### src/rtl/alu_defs_pkg.sv
// Shared ALU control-code definitions for the ALU control unit and the execute stage.
package alu_defs;

  localparam int WIDTH_DEF = 32;
  localparam int SHW_DEF   = 5;

  typedef logic [2:0] alu_ctr_t;

  localparam alu_ctr_t ALU_AND = 3'b000;
  localparam alu_ctr_t ALU_OR  = 3'b001;
  localparam alu_ctr_t ALU_ADD = 3'b010;
  localparam alu_ctr_t ALU_SUB = 3'b110;
  localparam alu_ctr_t ALU_SLT = 3'b111;
  localparam alu_ctr_t ALU_SLL = 3'b101;

  // 011 and 100 are unassigned encodings; the execute stage squashes them.
  function automatic logic is_reserved(input alu_ctr_t ctr);
    return (ctr == 3'b011) || (ctr == 3'b100);
  endfunction

endpackage

### src/rtl/ex_stage_sll_serial.sv
// Bit-serial left shifter: one position per cycle, final shifted word offered on done.
module sll_serial
  import alu_defs::*;
#(
  parameter int WIDTH = WIDTH_DEF,
  parameter int SHW   = SHW_DEF
) (
  input  logic             clk,
  input  logic             reset,
  input  logic             flush,
  input  logic             start,
  input  logic [WIDTH-1:0] din,
  input  logic [SHW-1:0]   shamt,
  output logic             busy,
  output logic             done,
  output logic [WIDTH-1:0] dout
);

  logic [WIDTH-1:0] work_q, work_d;
  logic [SHW-1:0]   count_q, count_d;
  logic             busy_q, busy_d;

  always_comb begin
    work_d  = work_q;
    count_d = count_q;
    busy_d  = busy_q;
    if (flush) begin
      busy_d = 1'b0;
    end else if (start) begin
      work_d  = din;
      count_d = shamt;
      busy_d  = (shamt != '0);
    end else if (busy_q) begin
      work_d  = {work_q[WIDTH-2:0], 1'b0};
      count_d = count_q - 1'b1;
      if (count_q == SHW'(1)) busy_d = 1'b0;
    end
  end

  always_ff @(posedge clk) begin
    if (reset) begin
      work_q  <= '0;
      count_q <= '0;
      busy_q  <= 1'b0;
    end else begin
      work_q  <= work_d;
      count_q <= count_d;
      busy_q  <= busy_d;
    end
  end

  // The last shift is folded into dout so the result lands k cycles after start.
  assign busy = busy_q;
  assign done = busy_q && (count_q == SHW'(1));
  assign dout = {work_q[WIDTH-2:0], 1'b0};

endmodule

### src/rtl/ex_stage.sv
// MIPS execute stage: single-cycle AND/OR/ADD/SUB/SLT, serial SLL, held result with valid/ready.
module ex_stage
  import alu_defs::*;
#(
  parameter int WIDTH = WIDTH_DEF,
  parameter int SHW   = SHW_DEF
) (
  input  logic             clk,
  input  logic             reset,
  input  logic             flush,
  input  logic             in_valid,
  output logic             in_ready,
  input  logic [2:0]       alu_ctr,
  input  logic [WIDTH-1:0] op_a,
  input  logic [WIDTH-1:0] op_b,
  input  logic [SHW-1:0]   shamt,
  input  logic [4:0]       rd_in,
  input  logic             reg_write_in,
  output logic             out_valid,
  input  logic             out_ready,
  output logic [WIDTH-1:0] ex_result,
  output logic             ex_zero,
  output logic             ex_ovf,
  output logic             ex_illegal,
  output logic [4:0]       ex_rd,
  output logic             ex_reg_write
);

  localparam logic [1:0] ST_IDLE  = 2'd0;
  localparam logic [1:0] ST_SHIFT = 2'd1;
  localparam logic [1:0] ST_HOLD  = 2'd2;

  logic [1:0]       state_q, state_d;
  logic [WIDTH-1:0] result_q, result_d;
  logic             zero_q, zero_d;
  logic             ovf_q, ovf_d;
  logic             illegal_q, illegal_d;
  logic [4:0]       rd_q, rd_d;
  logic             reg_write_q, reg_write_d;

  logic                    accept;
  logic                    sll_start;
  logic                    sh_busy, sh_done;
  logic [WIDTH-1:0]        sh_dout;
  logic [WIDTH-1:0]        alu_res;
  logic                    alu_ovf;
  logic signed [WIDTH-1:0] a_s, b_s, sum_s, diff_s;

  assign in_ready  = !flush && ((state_q == ST_IDLE) || ((state_q == ST_HOLD) && out_ready));
  assign accept    = in_valid && in_ready;
  assign sll_start = accept && (alu_ctr == ALU_SLL) && (shamt != '0);

  assign a_s    = op_a;
  assign b_s    = op_b;
  assign sum_s  = a_s + b_s;
  assign diff_s = a_s - b_s;

  // Overflow only when the operand signs allow it and the wrapped sign disagrees with op_a.
  function automatic logic add_ovf(input logic sa, input logic sb, input logic sr);
    return (sa == sb) && (sr != sa);
  endfunction

  function automatic logic sub_ovf(input logic sa, input logic sb, input logic sr);
    return (sa != sb) && (sr != sa);
  endfunction

  always_comb begin
    alu_res = '0;
    alu_ovf = 1'b0;
    case (alu_ctr)
      ALU_AND: alu_res = op_a & op_b;
      ALU_OR:  alu_res = op_a | op_b;
      ALU_ADD: begin
        alu_res = sum_s;
        alu_ovf = add_ovf(op_a[WIDTH-1], op_b[WIDTH-1], sum_s[WIDTH-1]);
      end
      ALU_SUB: begin
        alu_res = diff_s;
        alu_ovf = sub_ovf(op_a[WIDTH-1], op_b[WIDTH-1], diff_s[WIDTH-1]);
      end
      ALU_SLT: alu_res = {{(WIDTH-1){1'b0}}, (a_s < b_s)};
      ALU_SLL: alu_res = op_b;
      default: alu_res = '0;
    endcase
  end

  sll_serial #(
    .WIDTH (WIDTH),
    .SHW   (SHW)
  ) u_sll (
    .clk   (clk),
    .reset (reset),
    .flush (flush),
    .start (sll_start),
    .din   (op_b),
    .shamt (shamt),
    .busy  (sh_busy),
    .done  (sh_done),
    .dout  (sh_dout)
  );

  always_comb begin
    state_d     = state_q;
    result_d    = result_q;
    zero_d      = zero_q;
    ovf_d       = ovf_q;
    illegal_d   = illegal_q;
    rd_d        = rd_q;
    reg_write_d = reg_write_q;
    if (flush) begin
      state_d     = ST_IDLE;
      reg_write_d = 1'b0;
    end else begin
      if ((state_q == ST_HOLD) && out_ready) state_d = ST_IDLE;
      if ((state_q == ST_SHIFT) && sh_busy && sh_done) begin
        result_d = sh_dout;
        zero_d   = (sh_dout == '0);
        ovf_d    = 1'b0;
        state_d  = ST_HOLD;
      end
      // Destination info is captured at accept so it is already in place when a shift completes.
      if (accept) begin
        rd_d        = rd_in;
        illegal_d   = is_reserved(alu_ctr);
        reg_write_d = reg_write_in && !is_reserved(alu_ctr);
        if (sll_start) begin
          state_d = ST_SHIFT;
        end else begin
          result_d = alu_res;
          zero_d   = (alu_res == '0);
          ovf_d    = alu_ovf;
          state_d  = ST_HOLD;
        end
      end
    end
  end

  always_ff @(posedge clk) begin
    if (reset) begin
      state_q     <= ST_IDLE;
      result_q    <= '0;
      zero_q      <= 1'b0;
      ovf_q       <= 1'b0;
      illegal_q   <= 1'b0;
      rd_q        <= '0;
      reg_write_q <= 1'b0;
    end else begin
      state_q     <= state_d;
      result_q    <= result_d;
      zero_q      <= zero_d;
      ovf_q       <= ovf_d;
      illegal_q   <= illegal_d;
      rd_q        <= rd_d;
      reg_write_q <= reg_write_d;
    end
  end

  assign out_valid    = (state_q == ST_HOLD);
  assign ex_result    = result_q;
  assign ex_zero      = zero_q;
  assign ex_ovf       = ovf_q;
  assign ex_illegal   = illegal_q;
  assign ex_rd        = rd_q;
  assign ex_reg_write = reg_write_q;

endmodule

### config.mk
export PLATFORM = sky130hd
export DESIGN_NAME = ex_stage
export DESIGN_NICKNAME = d
export VERILOG_FILES = /design/src/rtl/alu_defs_pkg.sv /design/src/rtl/ex_stage_sll_serial.sv /design/src/rtl/ex_stage.sv
export SDC_FILE = /design/constraint.sdc
export NUM_CORES = 1
export LEC_CHECK = 0
export CORE_ASPECT_RATIO = 0.9
export CORE_MARGIN = 5
export CORE_UTILIZATION = 45
export CTS_CLUSTER_DIAMETER = 40
export DETAILED_ROUTE_END_ITERATION = 8
export PLACE_DENSITY_LB_ADDON = 0.2
export REMOVE_ABC_BUFFERS = 1
export SYNTH_ARGS = -nofsm -noshare
export SYNTH_HDL_FRONTEND = slang
export SYNTH_SLANG_ARGS = --single-unit
export TNS_END_PERCENT = 30
### constraint.sdc
create_clock -name clk -period 6.95 [get_ports clk]
set_input_delay 1.39 -clock clk [delete_from_list [all_inputs] [get_ports clk]]
set_output_delay 1.39 -clock clk [all_outputs]
set_load 0.01 [all_outputs]
## After elaboration in Yosys (flattened, before gate mapping)

Index checks and enable logic that the tools add are counted.

- Latch bits: 0
- Bits in read-only memories: 0
- Memories: 0
- Bits in writable memories: 0
- Register bits: 80

- Bitwise operators: 3
- Equal/unequal tests: 14
- Shift operators: 0
- Divide/modulo/power cells: 0
- Multiply operators: 0
- Reductions and logical operators: 25
- Add/subtract/negate cells: 3
- Magnitude comparators: 1
- Mux-type cells: 22

Operators by type and width:

| kind | count |
|---|---|
| $pmux 32 s6 | 1 |
| $mux 32 | 3 |
| $logic_not 32->1 | 2 |
| $mux 31 | 2 |
| $add 32x32->32 | 1 |
| $and 32x32->32 | 1 |
| $lt 32x32->1 | 1 |
| $or 32x32->32 | 1 |
| $sub 32x32->32 | 1 |
| $eq 3x3->1 const B | 4 |
| $logic_and 1x1->1 | 11 |
| $mux 5 | 2 |
| $mux 1 | 9 |
| $mux 2 | 4 |
| $eq 3x2->1 const B | 2 |
| $eq 5x1->1 const B | 1 |
| $reduce_bool 5->1 | 1 |
| $sub 5x1->5 const B | 1 |
| $reduce_and 2->1 | 2 |
| $eq 3x1->1 const B | 1 |
| $logic_not 3->1 | 1 |
| $ne 1x1->1 | 3 |
| $reduce_bool 3->1 | 1 |
| $eq 2x1->1 const B | 1 |
| 9 further kinds | 11 |

## Longest topological paths before layout

Gate-level depths: netlist of the first run.

- Depth after elaboration: 9
- Mapped depth: 14
- Gate-level depth less buffers: 14

## Cells and area by module

Synthesis of the first run repeated with hierarchy kept, for this count alone.

- Cell total of the unflattened synthesis: 1325
- Area total of the unflattened synthesis: 9904.5 um^2

Modules (own cells, without submodules):

| module | times used | cells each | area an instance (um^2) |
|---|---|---|---|
| ex_stage | 1 | 1137 | 7976.4 |
| sll_serial | 1 | 188 | 1928.1 |

## Worst setup path after synthesis of the first run

OpenSTA, ideal clock, no wires.

- Path kind: input to register
- Start point: in op_a[0]
- End point: reg zero_q (netlist: ex_zero)
- Stages on the path: 14
- Path slack: 2.377 ns
- Data arrival time: 4.478 ns
- Data required time: 6.854 ns
- Library setup time: 0.096 ns
- Cell sequence: ha_1 inv_1 fa_1 nand2b_1 a211oi_1 o31ai_2 a21oi_1 a41o_1 a311oi_1 a311oi_1 xnor2_1 o22ai_1 or4_4 o41ai_2

- Cells in the longest elaborated chain, start to end: 5
- Elaborated cells on any way between the ends: 9

Ends and longest elaborated chain:

| item | RTL line | source |
|---|---|---|
| start: declaration | ex_stage.sv:14 | `input logic [WIDTH-1:0] op_a,` |
| $sub 32x32->32, or another cell as far along | ex_stage.sv:56 | `assign diff_s = a_s - b_s;` |
| $pmux 32 s6 * | ex_stage.sv:70 | `case (alu_ctr)` |
| $logic_not 32->1 * | ex_stage.sv:130 | `zero_d = (alu_res == '0);` |
| $mux 1 * | ex_stage.sv:126 | `if (sll_start) begin` |
| $mux 1 * | ex_stage.sv:122 | `if (accept) begin` |
| end signal: assignment | ex_stage.sv:150 | `zero_q <= zero_d;` |
| end: declaration | ex_stage.sv:35 | `logic zero_q, zero_d;` |

Mark *: on every way between the ends. The rest lies on a longest branch, timed or not.
A chain may end at the register's enable or synchronous reset.

## Final worst setup path of the first run

- Start point: in op_b[0]
- End point: reg zero_q (netlist: ex_zero)

- Cells in the longest elaborated chain, start to end: 5
- Elaborated cells on any way between the ends: 9

Ends and longest elaborated chain:

| item | RTL line | source |
|---|---|---|
| start: declaration | ex_stage.sv:15 | `input logic [WIDTH-1:0] op_b,` |
| $sub 32x32->32, or another cell as far along | ex_stage.sv:56 |  |
| $pmux 32 s6 * | ex_stage.sv:70 |  |
| $logic_not 32->1 * | ex_stage.sv:130 |  |
| $mux 1 * | ex_stage.sv:126 |  |
| $mux 1 * | ex_stage.sv:122 |  |

Marks and branches as above.

==> out/results.tsv, run 1 <==
metric	value	unit
status	complete, no violations	
routed_via_density	6.16	
synth_top_cell_by_area	dfxtp_1	
max_cap_viol_count	0	
fmax	184	MHz
cp-start-kind	input port	
period_minus_slack	5.43	ns
grt_max_degree	80	
die_w	162	um
ant_nets	0	
dieArea	23800	sq um
path_class	in2reg	
crit_top_cell	a311oi_1	
clockPowerShare	29.1	%
fin_crit_sh	78.1	%
power.density	148	nW/um^2
ios	126	
die_height	147	um
cts_num_sinks	80	
root_buffer	clkbuf_16	
async_reset_ff_share	0	%
syn_area_per_cell	7.38	sq um
track_usage	26.5	%
final_core_util	52.5	%
clkSlewWorstSetupHoldPaths	0.06	ns
min_path_cells	2	
grt_pass1_vias	9206	
ir_drop	102	uV
rsz0062_at_grt	false	
ys_seq_area_share	17.1	%
ys_ff_latch	80	
dr.pass1.iters	7	
power_frac_comb	40.7	%
worstPathMaxFanout	6	
hold_viol	0	
p_seq_share	30.2	%
ys.flop_type	dfxtp_1	
coreArea	20600	sq um
cts_max_level	3	
p_sw	0.602	mW
path_cells	clkdlybuf4s50_1 > ha_1 > inv_1 > fa_1 > nand2b_1 > a211oi_1 > o31ai_2 > a21oi_1 > a41o_1 > a311oi_1 > a311oi_1 > xnor2_1 > o22ai_1 > or4_4 > o41ai_2	
p_sw_share	37.4	%
post_cts_buffers	0	
worstSkewPairLatency	0.34	ns
synth.area.top_cells	dfxtp_1, ha_1, nor2_1	
pre_cts_slack	1.30	ns
crit_family	compound AO/OA/AOI/OAI gates	
synth_top_area_share	17.1	%
r2r_start	u_sll.count_q[0]$_SDFFE_PP0P_	
port_buffers	125	
reg2regPathDepth	12	
antenna_cells	0	
hp-start	ex_rd[1]$_SDFFE_PP0P_	
yosysUniqueCellTypes	83	
cts_buffer_depth	2	
overflow	0	
nNetsFinal	1529	
syn_to_final_growth	16.0	%
drc_errors	0	
arrival	5.68	ns
post_drt_wl_per_cell	20.5	um
r2r-end	ex_zero$_SDFFE_PP0N_	
slowest_delay	0.56	ns
worst-endpoint-required	7.20	ns
worst_slew_pin_slew	1.15	ns
grt_pass1_wl	51000	um
post_dp_cell_area	10600	sq um
min_to	ex_rd[1]$_SDFFE_PP0P_	
crit_buf_inv	2	
min-delay-path-class	reg2reg	
setup_viol	0	
skew	0.00808	ns
postLayoutCellArea	10800	sq um
hpwl	24900	um
r2r_slack	3.43	ns
netlist_area	9350	sq um
synth-edff-count	0	
finalSetupTns	0	ns
slew_headroom	23.5	%
cts_tree	done	
endpoint_kind	register	
drt_wl_total	32800	um
drv_slew	0	
yosysWarnings	0	
grt_antenna_before_repair	0	
cts_made_buffers	9	
leakagePower	4.36	nW
vias	9850	
routabilityCongestion	0.977	
worst_slack	1.52	ns
crit_slowest_cell	clkdlybuf4s50_1	
cts_hold_buf	0	
ctsResizeCount	0	
layout-drive-gt1-share	5.31	%
drt_first_iter_violations	1038	
fp-row-count	50	
synth_cells	1266	
p_int	1.01	mW
initial_core_util	45.3	%
-- power groups by stage --
stage	clock network [mW]	logic [mW]	registers (mW)
3_3_place_gp	0	0.636	0.496
6_report	0.468	0.655	0.486
3_5_place_dp	0	0.638	0.496
5_1_grt	0.495	0.707	0.488
4_1_cts	0.477	0.642	0.486
2_1_floorplan	0	0.385	0.499
-- worst min-delay path: cells and delay by family, from the launching register on --
family | cells | cell delay, ns
AOI/OAI and AO/OA | 1 | 0.05
DFF | 1 | 0.31
and+or+nand+nor | 1 | 0.05
-- per-stage QoR --
stage          std cells  total power [mW]  hold WS (ns)
4_1_cts             1598              1.60         0.456
3_3_place_gp        1583              1.13         0.442
2_1_floorplan       1179             0.884         0.474
5_1_grt             1598              1.69         0.473
3_5_place_dp        1583              1.13         0.448
6_report            1598              1.61         0.453
-- flip-flops by register name (all words and copies together), names as in the netlist --
name	cells
u_sll.count_q	5
u_sll.busy	1
ex_result	32
ex_zero	1
state_q	2
ex_ovf	1
ex_illegal	1
ex_rd	5
u_sll.work_q	31
ex_reg_write	1
-- layer usage --
| metal | wire length, um | part of all wire [%] | GRT usage [%] | vias to the layer above |
|---|---|---|---|---|
| met5 | 0 | 0 | 0 | - |
| li1 | - | - | - | 4722 |
| met1 | 14900 | 45 | 37.5 | 4596 |
| met3 | 2370 | 7.2 | 4.01 | 74 |
| met2 | 14600 | 44 | 41.7 | 458 |
| met4 | 1000 | 3.0 | 7.91 | 0 |
-- placed cells by master, fill, tap and decap left out, drive strengths merged, types with 7 or more instances in the layout --
cell type,n
nor2,170
or3,7
a31oi,8
o22ai,37
o221ai,8
ha,110
a21oi,96
a22oi,29
nand2,71
a211o,7
a21o,9
o31ai,8
nand4,10
buf,22
a211oi,77
a2111oi,7
dfxtp,80
mux2i,56
o211ai,10
o21ai,56
a311oi,7
nand3,18
inv,118
nor2b,18
nor4,15
xnor2,18
clkbuf,9
clkdlybuf4s50,122
nor3,31
-- worst max path at each step --
stage	startpoint	endpoint	slack, ns	depth (start not counted)
floorplan	flush	u_sll.count_q[2]$_SDFFE_PP0P_	0.08	8
global placement	op_b[0]	ex_zero$_SDFFE_PP0N_	1.37	15
detailed placement	op_b[0]	ex_zero$_SDFFE_PP0N_	1.30	15
CTS	op_b[0]	ex_zero$_SDFFE_PP0N_	1.61	15
global route	op_b[0]	ex_zero$_SDFFE_PP0N_	1.32	15
finish	op_b[0]	ex_zero$_SDFFE_PP0N_	1.52	15
-- synthesized netlist by cell type, drive strengths merged, types with 7 or more instances --
library cell,count
nor2,170
inv,118
ha,110
a21oi,96
dfxtp,80
a211oi,77
nand2,71
clkbuf,70
mux2i,56
o21ai,56
o22ai,37
nor3,31
a22oi,29
nand3,18
nor2b,18
xnor2,18
buf,17
nor4,15
nand4,10
o211ai,10
a21o,9
a31oi,8
o221ai,8
o31ai,8
a2111oi,7
a211o,7
a311oi,7
or3,7
-- kinds of logic (layout without fill, tap and decap cells) --
| family | after synthesis | in the layout | share of synthesized area (%) |
|---|---|---|---|
| XOR/XNOR | 24 | 24 | 2.25 |
| AND/OR/NAND/NOR | 376 | 376 | 18.8 |
| flip-flops | 80 | 80 | 17.1 |
| adder cells (fa/ha/maj) | 112 | 112 | 15.2 |
| multiplexers | 57 | 57 | 6.12 |
| AO/OA/AOI/OAI | 411 | 411 | 30.3 |
| buffers and inverters | 206 | 278 | 10.3 |
-- layout make-up --
class                   count  area [sq um]
multi-input cells         980          6810
fillers                  2058          9800
well taps                 260           325
inverters                 119           447
clock inverters             6          61.3
clock buffers               9           225
flip-flops and latches     80          1600
repair buffers            144          1380
Power figures use the tool's default switching activity.
==> run 2, diff against run 1 <==
Clock period 6.95 ns to 4.5 ns, I/O delays scaled along.
==> run 2 against run 1 <==
  * Die area is the same
  * Clock power up 52%
  * Critical path depth is 2 higher
  * Register-to-register slack lost 2.2 ns
  * Critical path type unchanged
  * Clock-buffer cell count rose by 1
  * Non-clock buffer count increased by 219
  * Combinational power is 98% higher
  * Final cell count is 14% higher
  * Via count increased by 9.0%
  * First-iteration DRC count decreased by 19%
==> out/results.tsv, run 2 (synthesis results as in run 1) <==
metric	value	unit	change
fmax	229	MHz	
worst-endpoint-required	4.75	ns	-2.45 ns
cts_buffer_depth	2		unchanged
dieArea	23800	sq um	unchanged
grt_pass1_vias	10212		+11%
cts_num_sinks	80		unchanged
ant_nets	0		unchanged
grt_max_degree	80		unchanged
cts_made_buffers	9		unchanged
largest_register_ffs	32		unchanged
worst_slack	0.127	ns	-1.40 ns
finalSetupTns	0	ns	unchanged
skew	0.00545	ns	-0.00263 ns
layout-drive-gt1-share	20.9	%	+16 points
fin_crit_sh	97.2	%	
drc_errors	0		unchanged
final_cell_mix	buf_4, nor2_1, clkdlybuf4s50_1		
drt_wl_total	35500	um	+8.0%
max_cap_viol_count	0		unchanged
arrival	4.62	ns	-1.06 ns
antenna_cells	0		unchanged
hpwl	27900	um	+12%
die_w	162	um	unchanged
setup_viol	0		unchanged
dr.pass1.iters	5		-2
ir_drop	170	uV	+67%
track_usage	28.7	%	+2.2 points
worstSkewPairLatency	0.34	ns	about the same
fp-row-count	50		unchanged
ios	126		unchanged
routed_via_density	5.91		-4.2%
path_class	in2reg		
cts_hold_buf	0		unchanged
nNetsFinal	1748		+14%
overflow	0		unchanged
grt_pass1_wl	55400	um	+8.6%
status	complete, no violations		
die_height	147	um	unchanged
worstPathMaxFanout	4		-2
port_buffers	125		unchanged
syn_to_final_growth	36.7	%	
cp-start-kind	input port		
root_buffer	clkbuf_16		
drv_slew	0		unchanged
fillers	1932		-6.1%
vias	10737		+9.0%
cts_max_level	3		unchanged
pre_cts_slack	-0.393	ns	-1.69 ns
power.density	216	nW/um^2	+46%
initial_core_util	45.3	%	unchanged
endpoint_kind	register		
min-delay-path-class	reg2reg		
leakagePower	5.45	nW	+25%
cts_tree	done		
drt_first_iter_violations	842		-19%
routabilityCongestion	0.987		+1.0%
period_minus_slack	4.37	ns	
grt_antenna_before_repair	0		unchanged
clkSlewWorstSetupHoldPaths	0.07	ns	about the same
worst_slew_pin_slew	0.971	ns	-0.175 ns
layout_commonest_cell	buf_4		
coreArea	20600	sq um	unchanged
post_drt_wl_per_cell	19.5	um	-5.1%
slew_headroom	35.3	%	+12 points
hold_viol	0		unchanged
[run 2: worst paths after layout]
check | cells after the start | startpoint | slack, ns | endpoint
max | 17 | op_a[3] | 0.13 | ex_zero$_SDFFE_PP0N_
min | 2 | ex_rd[1]$_SDFFE_PP0P_ | 0.45 | ex_rd[1]$_SDFFE_PP0P_
max reg2reg | 14 | u_sll.count_q[1]$_SDFFE_PP0P_ | 1.20 | ex_zero$_SDFFE_PP0N_
min reg2reg | 2 | ex_rd[1]$_SDFFE_PP0P_ | 0.45 | ex_rd[1]$_SDFFE_PP0P_
[run 2: power breakdown]
| group | internal, mW | switching [mW] | total (mW) |
|---|---|---|---|
| logic | 0.608 | 0.694 | 1.30 |
| registers | 0.733 | 0.0175 | 0.750 |
| clock network | 0.396 | 0.316 | 0.712 |
[run 2: cell type report]
cell class              instances  area, sq um  area share (%)
multi-input cells             980         7030            55.0
repair buffers                363         3090            24.2
flip-flops and latches         80         1600            12.5
inverters                     119          447            3.50
well taps                     260          325            2.55
clock buffers                  10          239            1.87
clock inverters                 6         48.8           0.382
[run 2: metrics by stage]
step | std cells | hold slack (ns) | utilization (%) | area, sq um | power [mW]
3_3_place_gp | 1800 | 0.442 | 59.3 | 12200 | 1.99
2_1_floorplan | 1179 | 0.474 | - | 8830 | 1.36
6_report | 1818 | 0.452 | 61.9 | 12800 | 2.76
5_1_grt | 1818 | 0.476 | 61.9 | 12800 | 2.91
3_5_place_dp | 1800 | 0.447 | 59.3 | 12200 | 2.00
4_1_cts | 1816 | 0.456 | 60.8 | 12500 | 2.71
[run 2: what timing repair did]
action / CTS / global route
resized for setup: 1 / 48
setup endpoints to repair: 1 / 4
buffers inserted: 0 / 2
pin swaps: 0 / 16
[run 2: critical path, stage by stage]
cell and delay, ns:
clkdlybuf4s50_1 0.49, inv_1 0.08, ha_4 0.25, buf_4 0.14, buf_4 0.14, nand3_1 0.08
o211ai_1 0.22, buf_4 0.21, a221o_1 0.35, o211a_4 0.29, a31o_2 0.29, a21oi_1 0.19
nor3_1 0.07, a21o_1 0.18, a2111oi_1 0.28, nand4_1 0.18, o41ai_2 0.30
[run 2: metal layers]
metal / GRT usage [%] / share of wire [%]
met3: 3.90 / 6.5
met2: 46.2 / 45
met1: 40.4 / 46
met5: 1.65 / 0.14
met4: 7.65 / 2.6
==> run 3, diff against run 2 <==
Settings changed: CTS_BUF_LIST set to sky130_fd_sc_hd__clkbuf_4.
==> run 3 against run 2 <==
  * Register-to-register slack got worse by 0.06 ns
  * Setup slack gained 0.029 ns
  * Clock-buffer cell count fell by 1
  * First-iteration DRC count increased by 13%
  * Via count shrank 0.34%
  * Combinational power about the same
  * Global-route usage shrank 0.14 points
  * Power fell by 12%
==> out/results.tsv, run 3 (synthesis results as in run 1) <==
metric	value	unit	change
status	complete, no violations		
dr.pass1.iters	5		unchanged
period_minus_slack	4.34	ns	-0.0290 ns
grt_busiest_layer	met2		
worst-endpoint-required	4.87	ns	+0.12 ns
post_dp_cell_area	12200	sq um	unchanged
grtUsageMet1	40.6	%	+0.17 points
grt_pass1_wl	55300	um	-0.16%
layout-drive-gt1-share	19.4	%	-1.5 points
grt_pass1_vias	10187		-0.24%
clockPowerShare	16.7	%	-9.1 points
largest_register_ffs	32		unchanged
routed_via_density	5.89		-0.34%
ios	126		unchanged
layout_commonest_cell	buf_4		
endpoint_kind	register		
regArea	1600	sq um	unchanged
fin_crit_sh	96.5	%	-0.64 points
p_sw_share	40.4	%	+3.2 points
cp-start-kind	input port		
cts_max_level	3		unchanged
cts_buffer_depth	2		unchanged
path_class	in2reg		
die_height	147	um	unchanged
drt_first_iter_violations	952		+13%
cts_num_sinks	80		unchanged
die_w	162	um	unchanged
slew_headroom	37.5	%	+2.2 points
drt_wl_total	35300	um	-0.59%
cts_tree	done		
clkSlewWorstSetupHoldPaths	0.15	ns	+0.08 ns
max_cap_viol_count	0		unchanged
fp-row-count	50		unchanged
finalSetupTns	0	ns	unchanged
skew	0.0197	ns	+0.0143 ns
track_usage	28.6	%	-0.14 points
vias	10701		-0.34%
use_met3	3.56	%	-0.34 points
drc_errors	0		unchanged
worstPathMaxFanout	4		unchanged
ir_drop	106	uV	-38%
power_frac_comb	52.4	%	+5.3 points
syn_to_final_growth	33.2	%	
coreArea	20600	sq um	unchanged
port_buffers	125		unchanged
setup_viol	0		unchanged
post_drt_wl_per_cell	19.4	um	-0.59%
dieArea	23800	sq um	unchanged
root_buffer	clkbuf_4		
p_sw	0.980	mW	-4.7%
p_int	1.45	mW	-17%
routabilityCongestion	0.987		unchanged
nNetsFinal	1748		unchanged
worstSkewPairLatency	0.45	ns	+0.11 ns
met2_usage	45.9	%	-0.29 points
ant_nets	0		unchanged
hold_viol	0		unchanged
final_cell_mix	buf_4, nor2_1, clkdlybuf4s50_1		
cts_made_buffers	9		unchanged
initial_core_util	45.3	%	unchanged
power.density	195	nW/um^2	-10%
hpwl	27900	um	unchanged
postLayoutCellArea	12500	sq um	-2.5%
cts_hold_buf	0		unchanged
worst_slew_pin_slew	0.938	ns	-0.0332 ns
fillers	1977		+2.3%
leakagePower	5.36	nW	-1.6%
drv_slew	0		unchanged
antenna_cells	0		unchanged
fmax	230	MHz	+0.67%
arrival	4.71	ns	+0.09 ns
grt_antenna_before_repair	0		unchanged
p_seq_share	30.9	%	+3.8 points
overflow	0		unchanged
multi_input_area	6870	sq um	-2.2%
min-delay-path-class	reg2reg		
grt_max_degree	80		unchanged
run 3: final timing paths:
check	from	to	slack [ns]	depth (start not counted)
max	op_a[3]	ex_zero$_SDFFE_PP0N_	0.16	17
max reg2reg	u_sll.count_q[1]$_SDFFE_PP0P_	ex_zero$_SDFFE_PP0N_	1.14	14
min	ex_rd[1]$_SDFFE_PP0P_	ex_rd[1]$_SDFFE_PP0P_	0.46	2
min reg2reg	ex_rd[1]$_SDFFE_PP0P_	ex_rd[1]$_SDFFE_PP0P_	0.46	2
run 3: worst max-delay path, cell delays in order:
cell             delay [ns]
clkdlybuf4s50_1        0.49
inv_1                  0.05
ha_1                   0.34
buf_4                  0.16
buf_4                  0.14
nand3_1                0.08
o211ai_1               0.21
buf_4                  0.22
a221o_1                0.35
o211a_4                0.29
a31o_2                 0.29
a21oi_1                0.16
nor3_1                 0.07
a21o_1                 0.18
a2111oi_0              0.28
nand4_1                0.18
o41ai_2                0.33
run 3: area by class of cell:
class	instances	share of cell area [%]
clock buffers	9	0.543
inverters	119	3.59
well taps	260	2.61
multi-input cells	980	55.2
clock inverters	7	0.422
repair buffers	363	24.8
flip-flops and latches	80	12.9
run 3: routing by layer:
metal	up-vias	routed length (um)
li1	5155	-
met2	416	16000
met3	56	2460
met4	0	915
met5	-	0
met1	5074	15900
run 3: per-stage QoR:
stage / cells / power, mW / utilization (%) / hold WS [ns] / setup WS, ns
2_1_floorplan: 1179 / 1.36 / - / 0.474 / -1.88
3_3_place_gp: 1800 / 1.99 / 59.3 / 0.442 / -0.292
3_5_place_dp: 1800 / 2.00 / 59.3 / 0.447 / -0.393
4_1_cts: 1816 / 2.40 / 59.9 / 0.466 / 0.0593
5_1_grt: 1818 / 2.57 / 60.3 / 0.487 / -0.00234
6_report: 1818 / 2.43 / 60.3 / 0.462 / 0.156
run 3: power by group through the flow:
stage | logic, mW | clock network (mW) | registers [mW]
floorplan | 0.594 | 0 | 0.770
finish | 1.27 | 0.405 | 0.750
CTS | 1.24 | 0.410 | 0.750
global route | 1.37 | 0.440 | 0.754
global placement | 1.22 | 0 | 0.765
detailed placement | 1.23 | 0 | 0.766
run 3: what timing repair did:
| item | CTS | global route |
|---|---|---|
| resized for setup | 0 | 16 |
| endpoints found under the setup margin | 0 | 3 |
| buffers inserted | 0 | 2 |
